File: config.mk
export PLATFORM = sky130hd
export DESIGN_NAME = vend_sequencer
export DESIGN_NICKNAME = d
export VERILOG_FILES = /design/src/rtl/vend_pkg.sv /design/src/rtl/vend_timeout_ctr.sv /design/src/rtl/vend_sequencer.sv
export SDC_FILE = /design/constraint.sdc
export NUM_CORES = 1
export LEC_CHECK = 0
export CORE_MARGIN = 5
export CORE_UTILIZATION = 50
export DETAILED_ROUTE_END_ITERATION = 6
export GPL_ROUTABILITY_DRIVEN = 1
export GPL_TIMING_DRIVEN = 0
export PLACE_DENSITY = 0.74
export SLEW_MARGIN = 20
export SYNTH_ARGS = -nofsm -noshare
export SYNTH_HDL_FRONTEND = slang
export SYNTH_SLANG_ARGS = --single-unit
File: constraint.sdc
create_clock -name clk -period 5.95 [get_ports clk]
set_clock_uncertainty 0.1 [all_clocks]
set_input_delay 1.19 -clock clk [delete_from_list [all_inputs] [get_ports clk]]
set_output_delay 1.19 -clock clk [all_outputs]
set_load 0.01 [all_outputs]
File: src/rtl/vend_pkg.sv
// Shared types and constants for the vending transaction controller:
// FSM state encoding, coin codes with their credit values, default prices.
package vend_pkg;

   typedef enum logic [1:0] {
      StIdle     = 2'd0,
      StDispense = 2'd1,
      StChange   = 2'd2
   } vend_state_e;

   localparam logic [1:0] CoinNone = 2'b00;
   localparam logic [1:0] Coin5    = 2'b01;
   localparam logic [1:0] Coin10   = 2'b10;
   localparam logic [1:0] Coin20   = 2'b11;

   localparam int unsigned DefPrice0 = 15;
   localparam int unsigned DefPrice1 = 20;
   localparam int unsigned DefPrice2 = 25;
   localparam int unsigned DefPrice3 = 30;

   function automatic logic [7:0] coin_value(input logic [1:0] code);
      logic [7:0] val;
      case (code)
         Coin5:   val = 8'd5;
         Coin10:  val = 8'd10;
         Coin20:  val = 8'd20;
         default: val = 8'd0;
      endcase
      return val;
   endfunction

endpackage

File: src/rtl/vend_timeout_ctr.sv
// Loadable down-counter guarding the dispenser handshake; expired is high
// once the count has run down to zero.
module vend_timeout_ctr #(
   parameter int unsigned Width = 8
) (
   input  logic             clk,
   input  logic             rst,
   input  logic             load,
   input  logic             en,
   input  logic [Width-1:0] load_val,
   output logic             expired
);

   logic [Width-1:0] count_q, count_d;

   always_comb begin
      count_d = count_q;
      if (load) begin
         count_d = load_val;
      end else if (en && (count_q != '0)) begin
         count_d = count_q - 1'b1;
      end
   end

   always_ff @(posedge clk) begin
      if (rst) begin
         count_q <= '0;
      end else begin
         count_q <= count_d;
      end
   end

   assign expired = (count_q == '0);

endmodule

File: src/rtl/vend_sequencer.sv
// Vending transaction controller: accumulates credit, dispatches a product
// selection through the dispenser handshake, then pays change coin by coin.
module vend_sequencer
   import vend_pkg::*;
#(
   parameter int unsigned PRICE0       = DefPrice0,
   parameter int unsigned PRICE1       = DefPrice1,
   parameter int unsigned PRICE2       = DefPrice2,
   parameter int unsigned PRICE3       = DefPrice3,
   parameter int unsigned DISP_TIMEOUT = 200
) (
   input  logic       clk,
   input  logic       rst,
   input  logic       coin_valid,
   input  logic [1:0] coin_code,
   input  logic       sel_valid,
   input  logic [1:0] sel_item,
   input  logic       cancel,
   input  logic       disp_done,
   input  logic       chg_ack,
   output logic [7:0] credit,
   output logic       disp_req,
   output logic [1:0] disp_item,
   output logic       chg_req,
   output logic       chg_coin,
   output logic       coin_reject,
   output logic       err_funds,
   output logic       fault,
   output logic       busy
);

   localparam int unsigned CtrW = $clog2(DISP_TIMEOUT + 1);
   // Loaded on entry so that expiry lands on the DISP_TIMEOUT-th cycle in DISPENSE.
   localparam logic [CtrW-1:0] TmoLoad = CtrW'(DISP_TIMEOUT - 1);

   localparam logic [7:0] Price0 = 8'(PRICE0);
   localparam logic [7:0] Price1 = 8'(PRICE1);
   localparam logic [7:0] Price2 = 8'(PRICE2);
   localparam logic [7:0] Price3 = 8'(PRICE3);

   vend_state_e state_q, state_d;
   logic [7:0]  credit_q, credit_d;
   logic [1:0]  disp_item_q, disp_item_d;
   logic        disp_req_q, disp_req_d;
   logic        chg_req_q, chg_req_d;
   logic        chg_coin_q, chg_coin_d;
   logic        coin_reject_q, coin_reject_d;
   logic        err_funds_q, err_funds_d;
   logic        fault_q, fault_d;

   logic        coin_live;
   logic [7:0]  coin_val;
   logic [8:0]  coin_sum;
   logic [7:0]  eff;
   logic [7:0]  price_sel;
   logic [7:0]  price_disp;
   logic [8:0]  refund;
   logic        ack_taken;
   logic        tmo_load;
   logic        tmo_en;
   logic        tmo_expired;

   vend_timeout_ctr #(
      .Width (CtrW)
   ) u_timeout_ctr (
      .clk      (clk),
      .rst      (rst),
      .load     (tmo_load),
      .en       (tmo_en),
      .load_val (TmoLoad),
      .expired  (tmo_expired)
   );

   assign tmo_load = (state_q != StDispense) && (state_d == StDispense);
   assign tmo_en   = (state_q == StDispense);

   always_comb begin
      case (sel_item)
         2'd0:    price_sel = Price0;
         2'd1:    price_sel = Price1;
         2'd2:    price_sel = Price2;
         default: price_sel = Price3;
      endcase
      case (disp_item_q)
         2'd0:    price_disp = Price0;
         2'd1:    price_disp = Price1;
         2'd2:    price_disp = Price2;
         default: price_disp = Price3;
      endcase
   end

   always_comb begin
      state_d       = state_q;
      credit_d      = credit_q;
      disp_item_d   = disp_item_q;
      coin_reject_d = 1'b0;
      err_funds_d   = 1'b0;
      fault_d       = 1'b0;
      ack_taken     = 1'b0;
      coin_val      = coin_value(coin_code);
      coin_live     = coin_valid && (coin_code != CoinNone);
      coin_sum      = {1'b0, credit_q} + {1'b0, coin_val};
      eff           = credit_q;
      refund        = {1'b0, credit_q} + {1'b0, price_disp};

      case (state_q)
         StIdle: begin
            if (cancel) begin
               coin_reject_d = coin_live;
               if (credit_q != 8'd0) begin
                  state_d = StChange;
               end
            end else begin
               // Same-cycle coin is credited before the selection is priced.
               if (coin_live) begin
                  if (coin_sum[8]) begin
                     coin_reject_d = 1'b1;
                  end else begin
                     eff = coin_sum[7:0];
                  end
               end
               credit_d = eff;
               if (sel_valid) begin
                  if (eff >= price_sel) begin
                     credit_d    = eff - price_sel;
                     disp_item_d = sel_item;
                     state_d     = StDispense;
                  end else begin
                     err_funds_d = 1'b1;
                  end
               end
            end
         end
         StDispense: begin
            coin_reject_d = coin_live;
            if (disp_done) begin
               state_d = (credit_q != 8'd0) ? StChange : StIdle;
            end else if (tmo_expired) begin
               fault_d  = 1'b1;
               credit_d = refund[8] ? 8'hFF : refund[7:0];
               state_d  = StChange;
            end
         end
         StChange: begin
            coin_reject_d = coin_live;
            if (credit_q < 8'd5) begin
               credit_d = 8'd0;
               state_d  = StIdle;
            end else if (chg_req_q && chg_ack) begin
               ack_taken = 1'b1;
               credit_d  = credit_q - (chg_coin_q ? 8'd10 : 8'd5);
               if (credit_d == 8'd0) begin
                  state_d = StIdle;
               end
            end
         end
         default: begin
            state_d  = StIdle;
            credit_d = 8'd0;
         end
      endcase

      // Request drops for the cycle after each ack so the next coin choice settles.
      chg_req_d  = (state_d == StChange) && !ack_taken;
      chg_coin_d = (credit_d >= 8'd10);
      disp_req_d = (state_d == StDispense);
   end

   always_ff @(posedge clk) begin
      if (rst) begin
         state_q       <= StIdle;
         credit_q      <= 8'd0;
         disp_item_q   <= 2'd0;
         disp_req_q    <= 1'b0;
         chg_req_q     <= 1'b0;
         chg_coin_q    <= 1'b0;
         coin_reject_q <= 1'b0;
         err_funds_q   <= 1'b0;
         fault_q       <= 1'b0;
      end else begin
         state_q       <= state_d;
         credit_q      <= credit_d;
         disp_item_q   <= disp_item_d;
         disp_req_q    <= disp_req_d;
         chg_req_q     <= chg_req_d;
         chg_coin_q    <= chg_coin_d;
         coin_reject_q <= coin_reject_d;
         err_funds_q   <= err_funds_d;
         fault_q       <= fault_d;
      end
   end

   assign credit      = credit_q;
   assign disp_req    = disp_req_q;
   assign disp_item   = disp_item_q;
   assign chg_req     = chg_req_q;
   assign chg_coin    = chg_coin_q;
   assign coin_reject = coin_reject_q;
   assign err_funds   = err_funds_q;
   assign fault       = fault_q;
   assign busy        = (state_q != StIdle);

endmodule

# Yosys cells after proc, flatten, opt, wreduce, memory -nomap -nowiden
# Index checks and enable logic that the tools add are counted.
# W data, S select, Z words.
dict set report totals {
  output_inout_bits 17
  reg_bits 26
}
dict set report op_classes {
  reduce_logical 21
  magnitude_cmp 3
  n_eq_ne 12
  bitwise 4
  muxes 39
  n_addsub 5
}
# op count
set op_table {}
lappend op_table {{$mux W8} 14}
lappend op_table {{$pmux W5 S3} 3}
lappend op_table {{$pmux W8 S3} 1}
lappend op_table {{$mux W2} 10}
lappend op_table {{$add A8 B8 Y9} 2}
lappend op_table {{$logic_not A8 Y1} 2}
lappend op_table {{$reduce_bool A8 Y1} 2}
lappend op_table {{$eq A2 B2 Y1 const B} 6}
lappend op_table {{$eq A2 B1 Y1 const B} 5}
lappend op_table {{$ge A8 B4 Y1 const B} 1}
lappend op_table {{$ge A8 B8 Y1} 1}
lappend op_table {{$lt A8 B3 Y1 const B} 1}
lappend op_table {{$mux W1} 8}
lappend op_table {{$sub A8 B1 Y8 const B} 1}
lappend op_table {{$sub A8 B4 Y8} 1}
lappend op_table {{$sub A8 B8 Y8} 1}
lappend op_table {{$logic_not A2 Y1} 3}
lappend op_table {{$pmux W2 S3} 1}
lappend op_table {{$reduce_bool A2 Y1} 3}
lappend op_table {{$logic_and A1 B1 Y1} 5}
lappend op_table {{$mux W4} 1}
lappend op_table {{$not A1 Y1} 4}
lappend op_table {{$reduce_and A4 Y1} 1}
lappend op_table {{$reduce_or A2 Y1} 2}
lappend op_table {{5 further kinds} 5}

# Logic depth before layout (Yosys ltp)
# Gate-level depths: netlist of run 1.
dict set report logic_depth {
  depth_word 15
  ltp_mapped 21
  depth_no_buf 20
}

# By module
# Synthesis of run 1 repeated with hierarchy kept, for this count alone.
dict set report hier_totals {
  cells_unflattened 369
  hier_area_um2 2861.5
}
# mod cells_each seq_area_each_um2 area_per_inst_um2 instances
set modules_own_cells {}
lappend modules_own_cells {vend_sequencer 310 360.3 2346.0 1}
lappend modules_own_cells {vend_timeout_ctr 59 160.2 515.5 1}

# Worst setup path before layout of run 1
# OpenSTA, ideal clock, no wires.
dict set report synth_timing {
  path_kind {input -> register}
  startpoint {input coin_code[0]}
  endpoint {register chg_coin_q (netlist: chg_coin)}
  arrival_ns 5.265
  cell_stages 20
  required_ns 5.730
  setup_time_ns 0.120
  slack_ns 0.466
  n_path_buf 1
  path_cell_list {nor2b_1 -> ha_1 -> inv_1 -> fa_1 -> nor2b_1 -> o311a_1 -> o31a_1 -> clkbuf_1 -> nor3_1 -> a21o_1 -> ha_1 -> nand2b_1 -> a21oi_1 -> a41o_1 -> a221o_1 -> o41ai_4 -> mux2i_1 -> o211ai_1 -> a21o_1 -> o31a_1}
}
dict set report synth_via {
  elab_chain_len 13
  word_cells_on_any_way 18
  classes_between {2 x add/sub; 2 x order compare; 3 x eq/ne; 9 x mux; 2 x reduce/logical}
}
# element line_no
set synth_lines {}
lappend synth_lines {{start, declared} vend_sequencer.sv:15} ;# input logic [1:0] coin_code,
lappend synth_lines {{$eq A2 B2 Y1 or $eq A2 B1 Y1 (tied branches)} vend_pkg.sv:23} ;# case (code)
lappend synth_lines {{$pmux W5 S3} vend_pkg.sv:23}
lappend synth_lines {{$add A8 B8 Y9} vend_sequencer.sv:102} ;# coin_sum = {1'b0, credit_q} + {1'b0, coin_val};
lappend synth_lines {{$mux W8} vend_sequencer.sv:116} ;# if (coin_sum[8]) begin
lappend synth_lines {{$mux W8 (*)} vend_sequencer.sv:115} ;# if (coin_live) begin
lappend synth_lines {{$mux W8 (*)} vend_sequencer.sv:108} ;# if (cancel) begin
lappend synth_lines {{$mux W8 (*)} vend_sequencer.sv:106} ;# case (state_q)
lappend synth_lines {{$sub A8 B8 Y8 or $ge A8 B8 Y1 (tied branches)} {vend_sequencer.sv:125, vend_sequencer.sv:124}}
lappend synth_lines {{$mux W8} vend_sequencer.sv:124} ;# if (eff >= price_sel) begin
lappend synth_lines {{$mux W8 (*)} vend_sequencer.sv:123} ;# if (sel_valid) begin
lappend synth_lines {{$mux W8 (*)} vend_sequencer.sv:108}
lappend synth_lines {{$pmux W8 S3 (*)} vend_sequencer.sv:106}
lappend synth_lines {{$ge A8 B4 Y1 (*)} vend_sequencer.sv:165} ;# chg_coin_d = (credit_d >= 8'd10);
lappend synth_lines {{end signal, assigned} vend_sequencer.sv:186} ;# chg_coin_q <= chg_coin_d;
lappend synth_lines {{end, declared} vend_sequencer.sv:46} ;# logic chg_coin_q, chg_coin_d;
# Mark *: on every way between the ends. The rest lies on a longest branch, timed or not. The select of a mux whose other input is x is not followed.
# A chain may end at the register's enable or synchronous reset.

# Final worst setup path of run 1
# Ends and elaborated chain as after synthesis.

==> impl.org, run 1 <==
** Status
- The run finished with clean final reports.

** Synth
- Post-synth top area cell :: sky130_fd_sc_hd__dfxtp_1
- Primary flip-flop cell chosen by synthesis mapping :: sky130_fd_sc_hd__dfxtp_1
- Count of unique library cells instantiated by Yosys :: 73
- Async set-reset flop share out of synthesis :: 0%
- Average footprint of a synthesized cell :: slightly below 8 µm²
- Cells after Synth :: about 390
- Complex-gate fraction of the synthesized area :: 32.0%
- After synthesis, the largest family of logic cells by area is compound AO/OA/AOI/OAI gates.
- In the post-synthesis netlist, the cell with the most instances is sky130_fd_sc_hd__nor2_1.
- Summing the sequential cell areas from Yosys gives between 10% and 20% of the chip area.
- Yosys warnings :: 0
- Main area contributors after synthesis :: sky130_fd_sc_hd__dfxtp_1, sky130_fd_sc_hd__ha_1, sky130_fd_sc_hd__nor2_1
- Number of enable-type register cells in the synthesized netlist :: 0
- The cell area that synthesis handed to floorplanning was 3090 µm².
- Area share of and/or/nand/nor cells after synthesis :: 22.7%
- After Yosys synthesis, full adders, half adders and majority gates account for 16.3% of the synthesized area.
- After synthesis, the most frequently instantiated cells are sky130_fd_sc_hd__nor2_1, sky130_fd_sc_hd__ha_1, sky130_fd_sc_hd__inv_1.
- In the synthesized netlist, mux cells make up 2.63% of the area.
- Summed over its instances, the top area cell type makes up between 10% and 20% of the synthesized netlist area.
- Counting flops and latches in the post-synthesis netlist gives 26.
- When the netlist entered floorplanning its net count stood at 442.
- Of the total synthesized cell area, the portion taken by XOR and XNOR cells is 3.68%.

** Detailed routing
- Average via count per standard cell :: 6.09
- In the final routed layout, each cell accounts on average for 17.8 µm.
- The first TritonRoute pass finished after 5 iterations.
- Once detail routing completed, the nets flagged for antenna violations numbered 0.
- The first routing iteration left around 270 violations.
- Via count :: between 3,000 and 4,000
- After detailed routing, the number of remaining DRC violations is 0.
- Sum of routed wire length over all layers :: 9080 µm

** Floorplan
- For this configuration, the core starts out at a cell density of 51.9%.
- Die Height :: between 80 and 90 µm
- FP Rows :: 28
- For this design the top-level I/O count stands at 28.
- The floorplan step set the die width to slightly below 90 µm.
- The core region is 5960 µm².
- The die covers 7860 µm².

** Timing
- The final hold violation count came to 0.
- Post-route clock period utilization :: 97.4%
- Period minus WS final :: 5.80 ns
- Across all setup checks in the final design, the least slack found is around 0.15 ns.
- At the pin with the least slew margin, the transition time is about 0.96 ns.
- Timing would allow up to approximately 170 MHz.
- Max-slew violation count :: 0
- Final setup violation count :: 0
- Measured against its own limit, the worst slew margin works out to a little over a third.

** Global route
- Wire length of the first global-routing pass :: 14,600 µm
- Global routing consumed, over all layers together, 23.8% of the routing resources.
- The number of global-route vias before repair was 2,962.
- Entering global routing, the biggest net connects 16 pins.
- Sum of overflow across all layers after global routing :: 0
- Initial antenna violation count :: 0

** Clock tree
- After clock tree synthesis, the clock-pin slew on the worst setup and hold paths is roughly 0.11 ns.
- Number of buffers created by CTS :: 3
- TritonCTS built the clock tree.
- In this run the clock root is driven by a sky130_fd_sc_hd__clkbuf_8.
- Latest clock arrival within the worst-skew pair :: ~0.28 ns
- Clock tree buffer depth :: 2
- CTS saw 26 sinks.
- Buffers inserted to repair hold after CTS numbered 0.
- CTS H-tree lvls :: 1

** Placement
- In this run the tool buffered the top-level ports with 26 buffer cells.
- Timing analysis after detailed placement gives a worst setup slack of -0.824 ns.
- Summed over all nets, the half-perimeter wirelength after detailed placement is 7070 µm.
- RD Place Congestion :: 0.952

** Pwr
- Pwr dens :: 485 nW/µm²
- Summed over all cells, the static leakage comes to between 1.5 and 2 nW.
- Pwr Total :: 1.80 mW
- Worst VDD drop :: approximately 0.44 mV

** Worst setup path
- The critical path starts at coin_code[0].
- On the critical path the largest part of the delay comes from compound AO/OA/AOI/OAI gates.
- The startpoint identified for the worst register-to-register timing path is credit[1].
- Worst Setup End Kind :: register
- Type of origin of the critical path :: input pin
- Buf+Inv Stages, Crit Path :: 3
- For this run, the slowest stage of the critical path takes 0.39 ns.
- Critical Path Slowest Stage Cell :: sky130_fd_sc_hd__a221o_1
- Arrival time of data at the critical path endpoint :: approximately 5.9 ns
- Critical path type :: input pin to register
- The critical path goes through dlygate4sd2_1 -> nor2b_1 -> ha_1 -> inv_1 -> fa_2 -> nor2b_4 -> o311a_4 -> o31ai_4 -> mux2i_2 -> ha_2 -> fa_1 -> nand2b_1 -> a21oi_2 -> a41o_1 -> a221o_1 -> o41ai_4 -> buf_4 -> mux2i_4 -> o211ai_1 -> a21o_1 -> o31a_1.
- In this run the worst path has a maximum fanout of 6.
- Required time of the critical path :: between 6 and 7 ns

** Cells and area
- Multi-input gate area in the final layout :: 2490 µm²
- Antenna Cells :: 0
- FF+latch area :: 520 µm²
- The layout has 544 filler cells.
- Relative to the synthesized area, the layout overhead comes to 20.1%.
- Net total in the final layout :: 485
- Layout cells sized above 1 :: about an eighth

** Job
- Max Cap Viol :: 0

** Hold path
- Class of the tightest hold or removal check :: register to register
- The worst hold path begins at u_timeout_ctr.count_q[1].
[logic make-up after synthesis]
logic type / after synthesis
mux: 8
buf+inv: 46
simple gates: 134
xor+xnor: 13
compound gates: 128
flops: 26
fa+ha+maj: 38
[tightest hold or removal path, delay by kind of cell, from the launching register on]
kind / cells / cell delay [ns]
AOI/OAI and AO/OA: 1 / 0.08
buffers and inverters: 1 / 0.08
DFF: 1 / 0.34
[final cells by class]
class	count	area share, %
Multi-Input combinational cell	321	67.0
Sequential cell	26	14.0
Timing Repair Buffer	38	9.37
Inverter	30	3.03
Tap cell	75	2.53
Buffer	16	2.12
Clock buffer	3	1.11
Clock inverter	1	0.809
[per-stage QoR]
stage	TNS, ns	hold WS, ns	std cells	area [µm²]	utilization, %
final	0	0.424	510	3710	62.4
after global routing	-0.00596	0.475	510	3710	62.4
after CTS	0	0.423	507	3680	61.8
after detailed placement	-10.92	0.408	494	3450	57.9
after global placement	-10.90	0.386	494	3450	57.9
after floorplan	0	0.366	393	3090	-
[where the power goes]
group | leakage, nW | switching (mW) | internal [mW]
Sequential | 0.212 | 0.0835 | 0.226
Combinational | 1.32 | 0.732 | 0.606
Clock | 0.0357 | 0.0626 | 0.0901
[registers in the layout, indices dropped and copies added, names as in the netlist]
register / cells
state_q: 2
coin_reject: 1
u_timeout_ctr.count_q: 8
err_funds: 1
chg_coin: 1
chg_req: 1
credit: 8
disp_req: 1
disp_item: 2
fault: 1
[layer usage]
metal | global-route usage [%] | wire (µm) | share of wire (%)
met4 | 5.63 | 144 | 1.6
met3 | 4.19 | 671 | 7.4
met1 | 31.6 | 4020 | 44
met5 | 0 | 0 | 0
met2 | 40.0 | 4250 | 47
[cells in the final DEF (no fill, tap or decap), types with 3 or more instances in the layout]
| cell | count |
|---|---|
| sky130_fd_sc_hd__o21a_1 | 4 |
| sky130_fd_sc_hd__a31oi_1 | 5 |
| sky130_fd_sc_hd__a21oi_1 | 25 |
| sky130_fd_sc_hd__clkbuf_8 | 4 |
| sky130_fd_sc_hd__or3_1 | 7 |
| sky130_fd_sc_hd__inv_1 | 30 |
| sky130_fd_sc_hd__xnor2_1 | 8 |
| sky130_fd_sc_hd__and3_1 | 3 |
| sky130_fd_sc_hd__xor2_1 | 5 |
| sky130_fd_sc_hd__o31a_1 | 3 |
| sky130_fd_sc_hd__and2_1 | 9 |
| sky130_fd_sc_hd__clkdlybuf4s50_1 | 24 |
| sky130_fd_sc_hd__ha_1 | 32 |
| sky130_fd_sc_hd__nand4_1 | 3 |
| sky130_fd_sc_hd__nand2b_1 | 4 |
| sky130_fd_sc_hd__a211oi_1 | 5 |
| sky130_fd_sc_hd__a41oi_1 | 3 |
| sky130_fd_sc_hd__a22oi_1 | 3 |
| sky130_fd_sc_hd__mux2i_1 | 4 |
| sky130_fd_sc_hd__nor4_1 | 3 |
| sky130_fd_sc_hd__a21o_1 | 14 |
| sky130_fd_sc_hd__o211ai_1 | 6 |
| sky130_fd_sc_hd__nor3_1 | 11 |
| sky130_fd_sc_hd__nor2_1 | 35 |
| sky130_fd_sc_hd__buf_4 | 12 |
| sky130_fd_sc_hd__o21ai_0 | 16 |
| sky130_fd_sc_hd__clkbuf_1 | 13 |
| sky130_fd_sc_hd__nand3_1 | 10 |
| sky130_fd_sc_hd__dfxtp_1 | 26 |
| sky130_fd_sc_hd__nor2b_1 | 6 |
| sky130_fd_sc_hd__nand2_1 | 23 |
| sky130_fd_sc_hd__fa_1 | 3 |
| sky130_fd_sc_hd__nor4b_1 | 3 |
[worst paths after layout]
path,end,slack (ns),depth (start not counted)
worst max-delay path,chg_coin,0.15,21
worst min-delay path,u_timeout_ctr.count_q[1],0.42,2
worst max register to register,chg_coin,0.78,19
worst min register to register,u_timeout_ctr.count_q[1],0.42,2
[what timing repair did]
action                                  CTS  global route
pin swaps                                 8             5
endpoints found under the setup margin   19             2
buffers inserted                          9             3
gates resized for setup                  23             2
hold endpoints to repair                  0             0
Note: power is estimated with default switching activity, not from simulation.
==> inputs of run 2 (changes only) <==
- CTS_BUF_LIST: not set -> sky130_fd_sc_hd__clkbuf_16
==> run 2 against run 1 <==
Worst hold slack worse by 0.0053 ns. Fmax up 0.46%. Cell area up 1.1%. Critical path type unchanged. Largest power group unchanged. Highest routed layer unchanged.
==> impl.org, run 2 (same netlist as run 1, synthesis figures left out) <==
** Pwr
- Internal power component :: 0.972 mW (+5.4%)
- The switching power as a share of total power came to 47.9% (-0.89 points).
- The net switching power figure is 0.892 mW (+1.6%).
- Worst VDD drop :: 0.433 mV (-1.8%)
- The power density relative to cell area is 496 nW/µm² (+2.4%).
- Relative contribution of sequential cells to total power :: 16.7% (-0.5 points)
- Combinational share of power :: 72.4% (-1.9 points)
- Clock group share of total power :: 10.9% (+2.4 points)
- The static leakage came to 1.59 nW (+1.2%).

** Worst setup path
- Cells along the critical path :: dlygate4sd2_1 -> nor2b_1 -> ha_1 -> inv_1 -> fa_2 -> nor2b_4 -> o311a_4 -> o31a_1 -> clkbuf_8 -> nor3_4 -> a21o_1 -> ha_4 -> nand2b_1 -> a21oi_2 -> a41o_1 -> a221o_1 -> o41ai_4 -> buf_4 -> mux2i_4 -> o211ai_1 -> a21o_1 -> o31a_1
- Top fanout value on the critical path :: 10 (+4)
- Type of origin of the critical path :: input pin
- Worst Setup End Kind :: register
- Instance count on the critical path :: 22 (+4.8%)
- Buf+Inv Stages, Crit Path :: 4 (+1)
- Grouping stages by cell kind, the critical path spends the most delay in compound AO/OA/AOI/OAI gates.
- For this design, the slowest cell found on the critical path is sky130_fd_sc_hd__o311a_4.
- The critical path is of the input pin to register type.
- The arrival time of data at the critical path endpoint came to 5.82 ns (-0.05 ns).
- The number of cells traversed by the worst register-to-register path was 19 (unchanged).
- The biggest cell delay along the critical path came to 0.38 ns (about the same).
- Required time of the critical path :: 6.00 ns (-0.02 ns)

** Timing
- Final critical-path setup slack :: 0.181 ns (+0.0264 ns)
- Final setup violation count :: 0 (unchanged)
- The fmax is 173 MHz (+0.46%).
- Worst slew margin relative to its limit :: 36.8% (+1.2 points)
- The share of the clock period used by the worst path after layout was 97.0% (-0.44 points).
- The final hold violation count came to 0 (unchanged).
- Max-slew violation count :: 0 (unchanged)
- The final critical path time including I/O delays and setup is 5.77 ns (-0.0264 ns).
- Unrepaired setup endpoints after global routing :: no
- The actual slew at the worst max-slew pin is 0.940 ns (-0.0180 ns).

** Placement
- The half-perimeter wire length of the detailed placement result was 7070 µm (unchanged).
- Number of buffers added on ports :: 26 (unchanged)
- Placed insts :: 494 (unchanged)
- The post-place setup slack came to -0.824 ns (unchanged).
- RD Place Congestion :: 0.952 (unchanged)

** Job
- Max Cap Viol :: 0 (unchanged)

** Detailed routing
- The detailed-route via count is 3,153 (+1.5%).
- Sum of routed wire length over all layers :: 9250 µm (+1.9%)
- Average via count per standard cell :: 6.17 (+1.3%)
- DRC violation total after the first TritonRoute iteration :: 290 (+7.0%)
- Wire length per cell after detailed routing :: 18.1 µm (+1.7%)
- DR DRC count :: 0 (unchanged)
- Detail Route Antenna Nets :: 0 (unchanged)
- Number of search-and-repair iterations in the first detailed-routing pass :: 5 (unchanged)

** Hold path
- The worst hold path belongs to the class register to register.
- The number of cells on the worst hold path is 2 (unchanged).

** Global route
- The number of global-route vias before repair came to 2,981 (+0.64%).
- The pin count of the biggest net entering global routing is 16 (unchanged).
- The total global routing track utilization was 24.0% (+0.15 points).
- Initial antenna violation count :: 0 (unchanged)
- The aggregate global routing overflow came to 0 (unchanged).
- The wire length of the first global-routing pass was 14,700 µm (+0.66%).

** Status
- The flow ran to the end, and the final reports show no timing, DRC or antenna violations.

** Cells and area
- Utilization of the core after routing :: 63.1% (+0.71 points)
- Fill count :: 539 (-0.92%)
- The fraction of layout cells with a size suffix above 1 was 12.2% (+0.20 points).
- Area overhead of the layout relative to synthesis :: 21.4%
- Most common cell after layout, fill and taps aside :: sky130_fd_sc_hd__nor2_1
- Antenna Cells :: 0 (unchanged)
- Leading cell types in the layout, fill and taps excluded :: sky130_fd_sc_hd__nor2_1, sky130_fd_sc_hd__ha_1, sky130_fd_sc_hd__inv_1, sky130_fd_sc_hd__dfxtp_1, sky130_fd_sc_hd__a21oi_1
- Multi-input gate area in the final layout :: 2490 µm² (unchanged)
- The final non-filler cell total is 511 (+0.20%).
- The combined flip-flop and latch cell area came to 520 µm² (unchanged).
- Net total in the final layout :: 486 (+0.21%)

** Clock tree
- Post-CTS clock slew at the launch and capture registers of the worst setup and hold paths :: 0.08 ns (-0.03 ns)
- Clock tree from TritonCTS :: done
- Number of buffers created by CTS :: 3 (unchanged)
- CTS H-tree lvls :: 1 (unchanged)
- Latest clock arrival within the worst-skew pair :: 0.27 ns (about the same)
- Clk sink count :: 26 (unchanged)
- Clock tree root buffer cell :: sky130_fd_sc_hd__clkbuf_16
- Clock tree buffer depth :: 2 (unchanged)

** Floorplan
- The area of the core came to 5960 µm² (unchanged).
- The floorplan die area was 7860 µm² (unchanged).
- Die width :: 88.7 µm (unchanged)
- The initial core utilization is 51.9% (unchanged).
- FP Rows :: 28 (unchanged)
- The number of I/O pins is 28 (unchanged).
- Die Height :: 88.7 µm (unchanged)
run 2: cell types whose count changed in the layout (fill, tap and decap cells not counted):
| cell | before | now |
|---|---|---|
| sky130_fd_sc_hd__buf_4 | 12 | 13 |
| sky130_fd_sc_hd__clkbuf_16 | 0 | 3 |
| sky130_fd_sc_hd__clkbuf_8 | 4 | 1 |
| sky130_fd_sc_hd__clkdlybuf4s15_1 | 0 | 1 |
| sky130_fd_sc_hd__dlygate4sd2_1 | 2 | 1 |
run 2: power groups by stage:
| stage | combinational [mW] | clock [mW] | sequential (mW) |
|---|---|---|---|
| 2_1_floorplan | 0.911 | 0 | 0.297 |
| 3_3_place_gp | 1.21 | 0 | 0.309 |
| 3_5_place_dp | 1.23 | 0 | 0.313 |
| 4_1_cts | 1.31 | 0.204 | 0.309 |
| 5_1_grt | 1.48 | 0.210 | 0.318 |
| 6_report | 1.35 | 0.203 | 0.311 |
run 2: layout make-up:
| cell class | instances | share of cell area [%] |
|---|---|---|
| sequential | 26 | 13.9 |
| clock inverter | 1 | 0.799 |
| timing repair buffer | 39 | 9.49 |
| multi-input combinational | 321 | 66.3 |
| buffer | 16 | 2.10 |
| inverter | 30 | 3.00 |
| tap | 75 | 2.50 |
| clock buffer | 3 | 2.00 |
run 2: path summary, 6_finish.rpt:
path	from	endpoint	slack, ns
min	u_timeout_ctr.count_q[1]	u_timeout_ctr.count_q[1]	0.42
min reg2reg	u_timeout_ctr.count_q[1]	u_timeout_ctr.count_q[1]	0.42
max	coin_code[1]	chg_coin	0.18
max reg2reg	credit[1]	chg_coin	0.77
run 2: what timing repair did:
| action | CTS | global route |
|---|---|---|
| resized for setup | 23 | 3 |
| setup endpoints to repair | 19 | 5 |
| setup buffers | 10 | 3 |
| pin swaps | 8 | 7 |
| hold buffers | 0 | 0 |
run 2: layer usage:
layer	vias up	part of all wire, %	global-route usage [%]
met5	-	0	0
met4	0	1.8	5.22
met3	16	6.8	4.00
met2	119	46	40.3
met1	1458	46	32.1
li1	1560	-	-
run 2: worst reg2reg max path, stage by stage (launching register included):
cell	delay [ns]
sky130_fd_sc_hd__dfxtp_1	0.77
sky130_fd_sc_hd__inv_1	0.23
sky130_fd_sc_hd__fa_2	0.46
sky130_fd_sc_hd__nor2b_4	0.13
sky130_fd_sc_hd__o311a_4	0.23
sky130_fd_sc_hd__o31a_1	0.22
sky130_fd_sc_hd__clkbuf_8	0.20
sky130_fd_sc_hd__nand2_1	0.07
sky130_fd_sc_hd__o21ai_2	0.12
sky130_fd_sc_hd__inv_1	0.10
sky130_fd_sc_hd__fa_1	0.46
sky130_fd_sc_hd__nand2b_1	0.18
sky130_fd_sc_hd__a21oi_2	0.18
sky130_fd_sc_hd__a41o_1	0.14
sky130_fd_sc_hd__a221o_1	0.27
sky130_fd_sc_hd__nor4_2	0.12
sky130_fd_sc_hd__a2111oi_4	0.42
sky130_fd_sc_hd__o211ai_1	0.18
sky130_fd_sc_hd__a21o_1	0.21
sky130_fd_sc_hd__o31a_1	0.29
run 2: through the flow:
step                power, mW  hold WS (ns)  area (µm²)  TNS (ns)
finish                   1.86         0.419        3760         0
global route             2.00         0.470        3760         0
CTS                      1.83         0.418        3720         0
detailed placement       1.54         0.408        3450    -10.92
global placement         1.52         0.386        3450    -10.90
floorplan                1.21         0.366        3090         0
